<file path="config.mk">
export PLATFORM = sky130hd
export DESIGN_NAME = ex_mem_pipe_reg
export DESIGN_NICKNAME = d
export VERILOG_FILES = /design/src/rtl/ex_mem_pipe_reg.sv
export SDC_FILE = /design/constraint.sdc
export NUM_CORES = 1
export LEC_CHECK = 0
export CORE_MARGIN = 4
export CORE_UTILIZATION = 50
export CTS_CLUSTER_DIAMETER = 200
export DETAILED_ROUTE_END_ITERATION = 16
export GPL_TIMING_DRIVEN = 0
export HOLD_SLACK_MARGIN = 0.12
export PLACE_DENSITY = 0.91
export SLEW_MARGIN = 20
export SYNTH_ARGS = -nofsm -noshare
export SYNTH_HDL_FRONTEND = slang
export SYNTH_SLANG_ARGS = --single-unit
</file>
<file path="constraint.sdc">
create_clock -name clk -period 2.6 [get_ports clk]
set_input_delay 0.52 -clock clk [delete_from_list [all_inputs] [get_ports clk]]
set_output_delay 0.52 -clock clk [all_outputs]
set_load 0.02 [all_outputs]
</file>
<file path="src/rtl/ex_mem_pipe_reg.sv">
// EX->MEM stage register with a valid/ready handshake, a 2-entry skid buffer and flush.
// Reusable for ID/EX and MEM/WB by changing the parameters.
module ex_mem_pipe_reg #(
  parameter int CTRL_W = 4,
  parameter int DATA_W = 32,
  parameter int N_DATA = 2,
  parameter int RW_W   = 5
) (
  input  logic                     clk,
  input  logic                     reset,
  input  logic                     flush,
  input  logic                     in_valid,
  output logic                     in_ready,
  input  logic [CTRL_W-1:0]        in_ctrl,
  input  logic [N_DATA*DATA_W-1:0] in_data,
  input  logic [RW_W-1:0]          in_rw,
  output logic                     out_valid,
  input  logic                     out_ready,
  output logic [CTRL_W-1:0]        out_ctrl,
  output logic [N_DATA*DATA_W-1:0] out_data,
  output logic [RW_W-1:0]          out_rw,
  output logic [1:0]               occupancy
);

  localparam int D_W = N_DATA * DATA_W;
  localparam int E_W = CTRL_W + D_W + RW_W;

  typedef enum logic [1:0] {
    EMPTY = 2'd0,
    ONE   = 2'd1,
    TWO   = 2'd2
  } state_t;

  state_t         state;
  state_t         state_n;
  logic [E_W-1:0] main_q;
  logic [E_W-1:0] skid_q;
  logic [E_W-1:0] in_ent;
  logic           accept;
  logic           drain;

  assign in_ent = {in_ctrl, in_data, in_rw};
  // An entry offered during a flush is squashed, never accepted.
  assign accept = in_valid & in_ready & ~flush;
  assign drain  = out_valid & out_ready;

  always_ff @(posedge clk) begin
    if (reset) state <= EMPTY;
    else       state <= state_n;
  end

  always_comb begin
    state_n = state;
    if (flush) begin
      state_n = EMPTY;
    end else begin
      unique case (state)
        EMPTY: if (accept) state_n = ONE;
        ONE: begin
          if (accept && !drain)      state_n = TWO;
          else if (!accept && drain) state_n = EMPTY;
        end
        TWO:     if (drain) state_n = ONE;
        default: state_n = EMPTY;
      endcase
    end
  end

  always_ff @(posedge clk) begin
    if (reset) begin
      main_q <= '0;
      skid_q <= '0;
    end else if (!flush) begin
      unique case (state)
        EMPTY: if (accept) main_q <= in_ent;
        ONE: begin
          if (accept && drain) main_q <= in_ent;
          else if (accept)     skid_q <= in_ent;
        end
        TWO:     if (drain) main_q <= skid_q;
        default: ;
      endcase
    end
  end

  // Bubbles present zero ctrl/rw so the next stage never acts on them.
  always_comb begin
    in_ready  = (state != TWO);
    out_valid = (state != EMPTY);
    occupancy = state;
    out_data  = main_q[RW_W +: D_W];
    out_ctrl  = out_valid ? main_q[E_W-1 -: CTRL_W] : '0;
    out_rw    = out_valid ? main_q[RW_W-1:0] : '0;
  end

endmodule

</file>
==> results.sh, run 1 <==
export IMPL_yosysTopAreaCell="dfxtp_1"
export IMPL_whs_path_depth=2
export IMPL_total_power_w=0.00621
export IMPL_diodes=0
export IMPL_clockBufferDepth=2
export IMPL_clk_pin_slew_ns=0.06
export IMPL_drive_gt1_share_pct=30.6
export IMPL_p_leak_nw=4.05
export IMPL_post_route_cell_area_um2=10100
export IMPL_final_cell_mix="clkdlybuf4s50_1 (152), nand2_1 (147), dfxtp_1 (147)"
export IMPL_routed_wl_um=19400
export IMPL_pre_cts_ws_ns=-0.0959
export IMPL_setup_ws_ns=0.108
export IMPL_ys_types=28
export IMPL_cts_root_buf="clkbuf_16"
export IMPL_required_ns=2.08
export IMPL_rr_worst_depth=11
export IMPL_endpoint_kind="primary output"
export IMPL_status="finished, final reports clean"
export IMPL_grt_max_degree=17
export IMPL_grt_pass1_vias=6264
export IMPL_drt_met1_wl_um=8230
export IMPL_die_h_um=128
export IMPL_rsz0062_at_grt="false"
export IMPL_cts_hold_buf=0
export IMPL_slew_headroom_pct=47.5
export IMPL_grt_overflow=0
export IMPL_critPathKind="reg -> out"
export IMPL_clk_latency_ns=0.42
export IMPL_timing_final_crit_share_pct=95.8
export IMPL_fill_cells=983
export IMPL_dp_cells=1092
export IMPL_rows=43
export IMPL_layout_commonest_cell="clkdlybuf4s50_1"
export IMPL_htree_levels=4
export IMPL_synth_seq_cells=148
export IMPL_instances_no_fill=1123
export IMPL_crit_arrival_ns=1.97
export IMPL_fin_setup_tns_ns=0
export IMPL_synth_warnings=0
export IMPL_final_setup_skew_ns=0.00721
export IMPL_max_freq_mhz=401
export IMPL_netlist_area_um2=7250
export IMPL_grt_total_usage_pct=23.5
export IMPL_io_pins=155
export IMPL_maxSlewViolCount=0
export IMPL_avgSynthCellArea_um2=9.55
export IMPL_drc_errors=0
export IMPL_startpoint_type="flop"
export IMPL_syn_num_nets=840
export IMPL_cts_buffers=17
export IMPL_final_net_count=1012
export IMPL_via_count=6193
export IMPL_cts_tree="done"
export IMPL_place_gp_congestion=0.800
export IMPL_grt_pass1_wl_um=31300
export IMPL_hold_viol=0
export IMPL_postRouteAntennaNets=0
export IMPL_worst_pin_slew_ns=0.787
export IMPL_first_iter_violations=410
export IMPL_dp_hpwl_um=12900
export IMPL_top_layer="met4"
export IMPL_antenna_found_initial=0
export IMPL_viasPerCell=5.51
export IMPL_post_cts_buffers=0
export IMPL_port_buffers=153
export IMPL_syn2layout_area_growth_pct=38.7
export IMPL_yosys_top_cells_area="dfxtp_1 (41%), a211oi_2 (12%), mux2i_1 (10%)"
export IMPL_peakVddDrop_mv=0.414
export IMPL_initial_core_util_pct=51.6
export IMPL_wl_met2_um=9560
export IMPL_placed_area_um2=9010
export IMPL_slowest_stage="clkdlybuf4s50_1"
export IMPL_drt_first_pass_iters=5
export IMPL_cap_violations=0
export IMPL_setup_violations=0
export IMPL_wl_met3_um=1220
export IMPL_slowest_delay_ns=0.63
export IMPL_synthCells=759
export IMPL_power_density_nw_per_um2=618
export IMPL_synth_top_area_share_pct=40.9
export IMPL_die_x_um=128
export IMPL_synth_seq_area_share_pct=40.9
export IMPL_period_minus_slack_ns=2.49
export IMPL_cts_sinks=148
export IMPL_core_area_um2=14000
export IMPL_wl_per_cell_um=17.3
export IMPL_hold_path_class="reg -> reg"
export IMPL_worst_path_max_fanout=10
export IMPL_path_cells="buf_6 > nor2_1 > clkbuf_2 > nor2b_1 > clkdlybuf4s50_1"
export IMPL_dieArea_um2=16500
==> registers in the layout, summed over array words and instances (netlist names) <==
name	count
main_q	73
occupancy	2
skid_q	73
==> synthesized netlist by cell type (all sizes together) <==
cell type / number
nand4bb: 1
nand2: 147
a21o: 1
and2: 1
or3b: 1
nor4bb: 1
and3b: 1
and4bb: 1
nor2: 5
mux2i: 73
a21oi: 74
buf: 121
nand2b: 1
o21a: 1
o22ai: 1
mux2: 1
clkbuf: 18
a211oi: 146
inv: 3
ha: 3
dfxtp: 148
nor2b: 9
nand3b: 1
==> through the flow <==
step	util, %	hold WS, ns
after global routing	71.6	0.466
after floorplan	-	0.436
after CTS	71.3	0.453
after detailed placement	64.1	0.446
after global placement	64.1	0.440
final	71.6	0.453
==> metal layers <==
metal  track usage, %  vias up
met5                0        -
met3             5.31       42
li1                 -     2969
met1             29.7     2972
met4             7.87        0
met2             39.6      210
==> cells by family (layout without fill, tap and decap cells) <==
family | after synthesis | count (layout) | synth area share [%]
mux | 74 | 74 | 10.3
compound gates | 223 | 223 | 25.3
buf+inv | 142 | 326 | 13.4
fa+ha+maj | 3 | 3 | 0.518
simple gates | 169 | 169 | 9.63
flops | 148 | 148 | 40.9
==> power breakdown <==
group          switching (W)  total (W)  internal (W)  leakage [nW]
combinational       0.000446   0.000948      0.000501          2.52
clock               0.000930    0.00284       0.00191         0.327
sequential         0.0000652    0.00242       0.00236          1.21
total                0.00144    0.00621       0.00477          4.05
==> worst max-delay path: cells and delay by family (launching register included) <==
family                 cells  cell delay [ns]
AND/OR/NAND/NOR            2             0.25
flip-flops                 1             0.34
buffers and inverters      3             0.96
==> what timing repair did <==
item | 4_1_cts | 5_1_grt
resized for setup | 72 | 15
cloned | 0 | 1
setup endpoints to repair | 138 | 145
==> worst paths after layout <==
kind,startpoint,endpoint,slack (ns)
setup / recovery,occupancy[0],out_ctrl[3],0.11
hold / removal,skid_q[37],skid_q[37],0.45
setup reg to reg,occupancy[0],main_q[67],0.14
hold reg to reg,skid_q[37],skid_q[37],0.45
==> area by class of cell <==
cell class | count | area (um2) | area share, %
plain buffers | 138 | 985 | 9.79
clock buffers | 21 | 450 | 4.48
clock inverters | 10 | 228 | 2.27
inverters | 3 | 11.3 | 0.112
multi-input cells | 469 | 3650 | 36.4
flip-flops and latches | 148 | 2960 | 29.5
well taps | 180 | 225 | 2.24
repair buffers | 154 | 1540 | 15.3
(Power assumes the default switching activity.)
==> run 2: changes to the inputs <==
- ABC_AREA: not set -> 1
- ABC_CLOCK_PERIOD_IN_PS: not set -> 2600
- GPL_TIMING_DRIVEN: 0 -> 1
==> run 2 against run 1 <==
Area after synthesis decreased by 1.4%; synthesized cell count is 45% higher; hold slack lost 0.010 ns; clock power shrank 9.9%; critical path depth shrank 1; sequential power about the same; power is 4.1% lower; non-clock buffer count shrank 125; global-route usage shrank 3.2 points; critical path type unchanged; largest power group unchanged.
==> results.sh, run 2 <==
export IMPL_grt_overflow=0
export IMPL_syn2layout_area_growth_pct=24.8
export IMPL_cts_tree="done"
export IMPL_p_seq_share_pct=41.0
export IMPL_peakVddDrop_mv=0.437
export IMPL_grt_pass1_vias=5980
export IMPL_max_freq_mhz=418
export IMPL_instances_no_fill=1350
export IMPL_cts_hold_buf=0
export IMPL_pre_cts_ws_ns=0.0398
export IMPL_intPower_w=0.00446
export IMPL_synth_warnings=0
export IMPL_comb_power_share_pct=16.0
export IMPL_dp_hpwl_um=10400
export IMPL_async_reset_ff_share_pct=0
export IMPL_setup_violations=0
export IMPL_port_buffers=154
export IMPL_ys_types=19
export IMPL_slowest_delay_ns=0.64
export IMPL_layout_commonest_cell="nand2_1"
export IMPL_place_gp_congestion=0.779
export IMPL_clockBufferDepth=2
export IMPL_post_cts_buffers=0
export IMPL_critPathMostFrequentCell="nor2_1"
export IMPL_total_power_w=0.00596
export IMPL_wl_per_cell_um=12.1
export IMPL_synthCells=1104
export IMPL_hold_viol=0
export IMPL_synth_top_area_share_pct=41.5
export IMPL_die_x_um=128
export IMPL_grt_total_usage_pct=20.3
export IMPL_avgSynthCellArea_um2=6.47
export IMPL_startpoint_type="flop"
export IMPL_synth_area_mux_share_pct=0
export IMPL_period_minus_slack_ns=2.39
export IMPL_rows=43
export IMPL_first_iter_violations=462
export IMPL_synth_edf_count=0
export IMPL_p_sw_share_pct=25.1
export IMPL_cts_buffers=17
export IMPL_diodes=0
export IMPL_grt_pass1_wl_um=27400
export IMPL_cts_root_buf="clkbuf_16"
export IMPL_viasPerCell=4.82
export IMPL_syn_num_nets=1185
export IMPL_synth_top_family_by_area="simple AND/OR/NAND/NOR gates"
export IMPL_htree_levels=4
export IMPL_drc_errors=0
export IMPL_initial_core_util_pct=51.3
export IMPL_dp_cells=1319
export IMPL_cts_sinks=148
export IMPL_crit_arrival_ns=1.87
export IMPL_core_area_um2=13900
export IMPL_timing_final_crit_share_pct=92.0
export IMPL_die_h_um=128
export IMPL_fill_cells=1237
export IMPL_worst_pin_slew_ns=0.494
export IMPL_netlist_area_um2=7150
export IMPL_required_ns=2.08
export IMPL_clk_latency_ns=0.41
export IMPL_p_clk_share_pct=43.0
export IMPL_yosysTopAreaCell="dfxtp_1"
export IMPL_slew_headroom_pct=67.0
export IMPL_drive_gt1_share_pct=6.67
export IMPL_status="finished, final reports clean"
export IMPL_crit_buf_inv=2
export IMPL_yosys_top_cells_area="dfxtp_1 (41%), nand2_1 (14%), nor2_1 (13%)"
export IMPL_via_count=6510
export IMPL_final_net_count=1239
export IMPL_io_pins=155
export IMPL_power_density_nw_per_um2=668
export IMPL_clk_pin_slew_ns=0.06
export IMPL_final_setup_skew_ns=0.00459
export IMPL_hold_path_class="reg -> reg"
export IMPL_path_delay_family="buffers and inverters"
export IMPL_placed_area_um2=8290
export IMPL_worst_path_max_fanout=10
export IMPL_routed_wl_um=16300
export IMPL_dieArea_um2=16300
export IMPL_synth_seq_cells=148
export IMPL_rsz0062_at_grt="false"
export IMPL_slowest_stage="clkdlybuf4s50_1"
export IMPL_synth_compound_area_share_pct=9.70
export IMPL_setup_ws_ns=0.209
export IMPL_post_route_cell_area_um2=8920
export IMPL_drt_first_pass_iters=5
export IMPL_cts_resized_gates=0
export IMPL_path_cells="nor2_1 > buf_4 > nor2_1 > clkdlybuf4s50_1"
export IMPL_synth_commonest_cells="nand2_1 (271), nor2_1 (242), dfxtp_1 (148)"
export IMPL_synth_seq_area_share_pct=41.5
export IMPL_postRouteAntennaNets=0
export IMPL_synthFlopType="dfxtp_1"
export IMPL_synthAdderAreaFrac_pct=0.525
export IMPL_fin_setup_tns_ns=0
export IMPL_critPathKind="reg -> out"
export IMPL_r2r_setup_slack_ns=0.39
export IMPL_synthSimpleGateAreaFrac_pct=30.4
export IMPL_final_cell_mix="nand2_1 (271), nor2_1 (242), clkdlybuf4s50_1 (154)"
export IMPL_yosys_area_share_xor_xnor_pct=0
export IMPL_p_leak_nw=3.94
export IMPL_maxSlewViolCount=0
export IMPL_grt_max_degree=105
export IMPL_antenna_found_initial=0
export IMPL_endpoint_kind="primary output"
export IMPL_cap_violations=0
export IMPL_switchingPower_w=0.00149
export IMPL_synth_most_common_cell="nand2_1"
[run 2: area by class of cell]
| class | count | area [um2] | share of cell area, % |
|---|---|---|---|
| well taps | 180 | 225 | 2.53 |
| multi-input cells | 702 | 2920 | 32.8 |
| repair buffers | 167 | 1710 | 19.2 |
| clock inverters | 8 | 121 | 1.36 |
| inverters | 122 | 460 | 5.16 |
| flip-flops and latches | 148 | 2960 | 33.2 |
| clock buffers | 23 | 508 | 5.70 |
[run 2: worst min-delay path, delay by kind of cell, from the launching register on]
kind	cells	cell delay (ns)
DFF	1	0.29
buffers and inverters	1	0.05
AOI/OAI and AO/OA	1	0.05
[run 2: worst paths after layout]
kind,endpoint,depth (start not counted),start
setup / recovery,out_ctrl[3],4,occupancy[0]
hold / removal,skid_q[47],2,skid_q[47]
setup reg to reg,main_q[49],11,occupancy[0]
hold reg to reg,skid_q[47],2,skid_q[47]
[run 2: through the flow]
step	hold slack [ns]	utilization, %
floorplan	0.425	-
global route	0.466	64.0
CTS	0.448	64.0
global placement	0.432	59.5
finish	0.443	64.0
detailed placement	0.439	59.5
[run 2: cells by family after synthesis]
logic type      after synthesis
simple gates                561
buf+inv                     254
flops                       148
compound gates              138
fa+ha+maj                     3
[run 2: metal layers]
metal / track usage, % / part of all wire, % / vias to the layer above / wire length, um
met5: 0 / 0 / - / 0
met1: 25.6 / 45 / 2932 / 7310
met3: 5.31 / 7.0 / 16 / 1140
met2: 34.3 / 47 / 185 / 7700
met4: 5.87 / 1.1 / 0 / 184
li1: - / - / 3377 / -
[run 2: power by group through the flow]
| stage | Clock [W] | Sequential, W | Combinational (W) |
|---|---|---|---|
| global placement | 0 | 0.00249 | 0.000933 |
| floorplan | 0 | 0.00247 | 0.000675 |
| global route | 0.00271 | 0.00245 | 0.00106 |
| finish | 0.00256 | 0.00244 | 0.000953 |
| detailed placement | 0 | 0.00249 | 0.000953 |
| CTS | 0.00260 | 0.00244 | 0.000958 |
==> run 3: changes to the inputs <==
- PLACE_DENSITY: 0.91 -> 0.89
==> run 3 against run 2 <==
Clock skew is 0.0011 ns higher; non-clock buffer count is 7 higher; sequential power barely moved; routed wire length increased by 0.50%; critical path depth did not move; first-iteration DRC count is 26% lower; utilization is 0.063 points lower; power is 3.4% lower; die area did not move; critical path type unchanged.
==> results.sh, run 3 (synthesis results as in run 2) <==
export IMPL_drt_first_pass_iters=5
export IMPL_syn2layout_area_growth_pct=24.7
export IMPL_grt_overflow=0
export IMPL_antenna_found_initial=0
export IMPL_wl_per_cell_um=12.1
export IMPL_peakVddDrop_mv=0.419
export IMPL_fin_setup_tns_ns=0
export IMPL_htree_levels=4
export IMPL_die_h_um=128
export IMPL_cts_resized_gates=0
export IMPL_final_cell_mix="nand2_1 (271), nor2_1 (242), clkdlybuf4s50_1 (154)"
export IMPL_clk_latency_ns=0.41
export IMPL_required_ns=2.08
export IMPL_utilization_pct=63.9
export IMPL_worst_pin_slew_ns=0.483
export IMPL_post_cts_buffers=0
export IMPL_final_setup_skew_ns=0.00565
export IMPL_instances_no_fill=1357
export IMPL_rows=43
export IMPL_holdWs_ns=0.445
export IMPL_cts_buffers=17
export IMPL_first_iter_violations=342
export IMPL_status="finished, final reports clean"
export IMPL_power_density_nw_per_um2=646
export IMPL_endpoint_kind="primary output"
export IMPL_port_buffers=154
export IMPL_io_pins=155
export IMPL_grt_use_met1_pct=25.8
export IMPL_timing_final_crit_share_pct=91.1
export IMPL_rsz0062_at_grt="false"
export IMPL_cts_tree="done"
export IMPL_period_minus_slack_ns=2.37
export IMPL_grt_pass1_vias=5870
export IMPL_core_area_um2=13900
export IMPL_dieArea_um2=16300
export IMPL_dp_hpwl_um=10700
export IMPL_cts_hold_buf=0
export IMPL_via_count=6507
export IMPL_pre_cts_ws_ns=0.0834
export IMPL_drive_gt1_share_pct=7.05
export IMPL_cts_sinks=148
export IMPL_dp_cells=1326
export IMPL_die_x_um=128
export IMPL_max_freq_mhz=422
export IMPL_slew_headroom_pct=67.8
export IMPL_grt_busiest_layer="met2"
export IMPL_diodes=0
export IMPL_crit_arrival_ns=1.85
export IMPL_p_leak_nw=3.93
export IMPL_maxSlewViolCount=0
export IMPL_routed_wl_um=16400
export IMPL_final_net_count=1246
export IMPL_cap_violations=0
export IMPL_setup_ws_ns=0.231
export IMPL_use_met2_pct=33.8
export IMPL_hold_path_class="reg -> reg"
export IMPL_worst_path_max_fanout=10
export IMPL_viasPerCell=4.80
export IMPL_initial_core_util_pct=51.3
export IMPL_gr_usage_met3_pct=5.94
export IMPL_clockBufferDepth=2
export IMPL_grt_total_usage_pct=20.3
export IMPL_critPathKind="reg -> out"
export IMPL_grt_pass1_wl_um=27300
export IMPL_layout_commonest_cell="nand2_1"
export IMPL_setup_violations=0
export IMPL_place_gp_congestion=0.764
export IMPL_grt_max_degree=105
export IMPL_postRouteAntennaNets=0
export IMPL_hold_viol=0
export IMPL_cts_root_buf="clkbuf_16"
export IMPL_drc_errors=0
export IMPL_startpoint_type="flop"
export IMPL_clk_pin_slew_ns=0.06
## run 3: path summary, 6_finish.rpt
path	startpoint	endpoint	slack (ns)	cells past startpoint
hold / removal	skid_q[54]	skid_q[54]	0.45	2
setup / recovery	occupancy[0]	out_ctrl[1]	0.23	4
hold reg to reg	skid_q[54]	skid_q[54]	0.45	2
setup reg to reg	occupancy[0]	main_q[70]	0.46	11
## run 3: critical path, cell delays in order, from the launching register on
cell             delay, ns
dfxtp_1               0.43
nor2_1                0.12
buf_4                 0.19
nor2_1                0.08
clkdlybuf4s50_1       0.62
## run 3: through the flow
step	total power [W]	cell area, um2
3_3_place_gp	0.00343	8340
4_1_cts	0.00580	8910
5_1_grt	0.00603	8910
6_report	0.00575	8910
3_5_place_dp	0.00345	8340
2_1_floorplan	0.00315	7150
## run 3: routing by layer
metal	up-vias	part of all wire (%)	wire length, um
met5	-	0	0
met4	0	0.80	131
met3	15	8.3	1370
met2	210	48	7860
met1	2888	43	7070
li1	3394	-	-
## run 3: power breakdown
group	switching, W	leakage (nW)	internal [W]	total, W
Clock	0.000904	0.274	0.00145	0.00235
Combinational	0.000527	2.45	0.000437	0.000964
Sequential	0.0000578	1.20	0.00238	0.00244
Total	0.00149	3.93	0.00427	0.00575
## run 3: cell type report
cell class	count	area, um2
clock inverter	10	108
multi-input combinational	702	2920
timing repair buffer	174	1770
sequential	148	2960
tap	180	225
clock buffer	21	460
fill	1255	5030
inverter	122	460
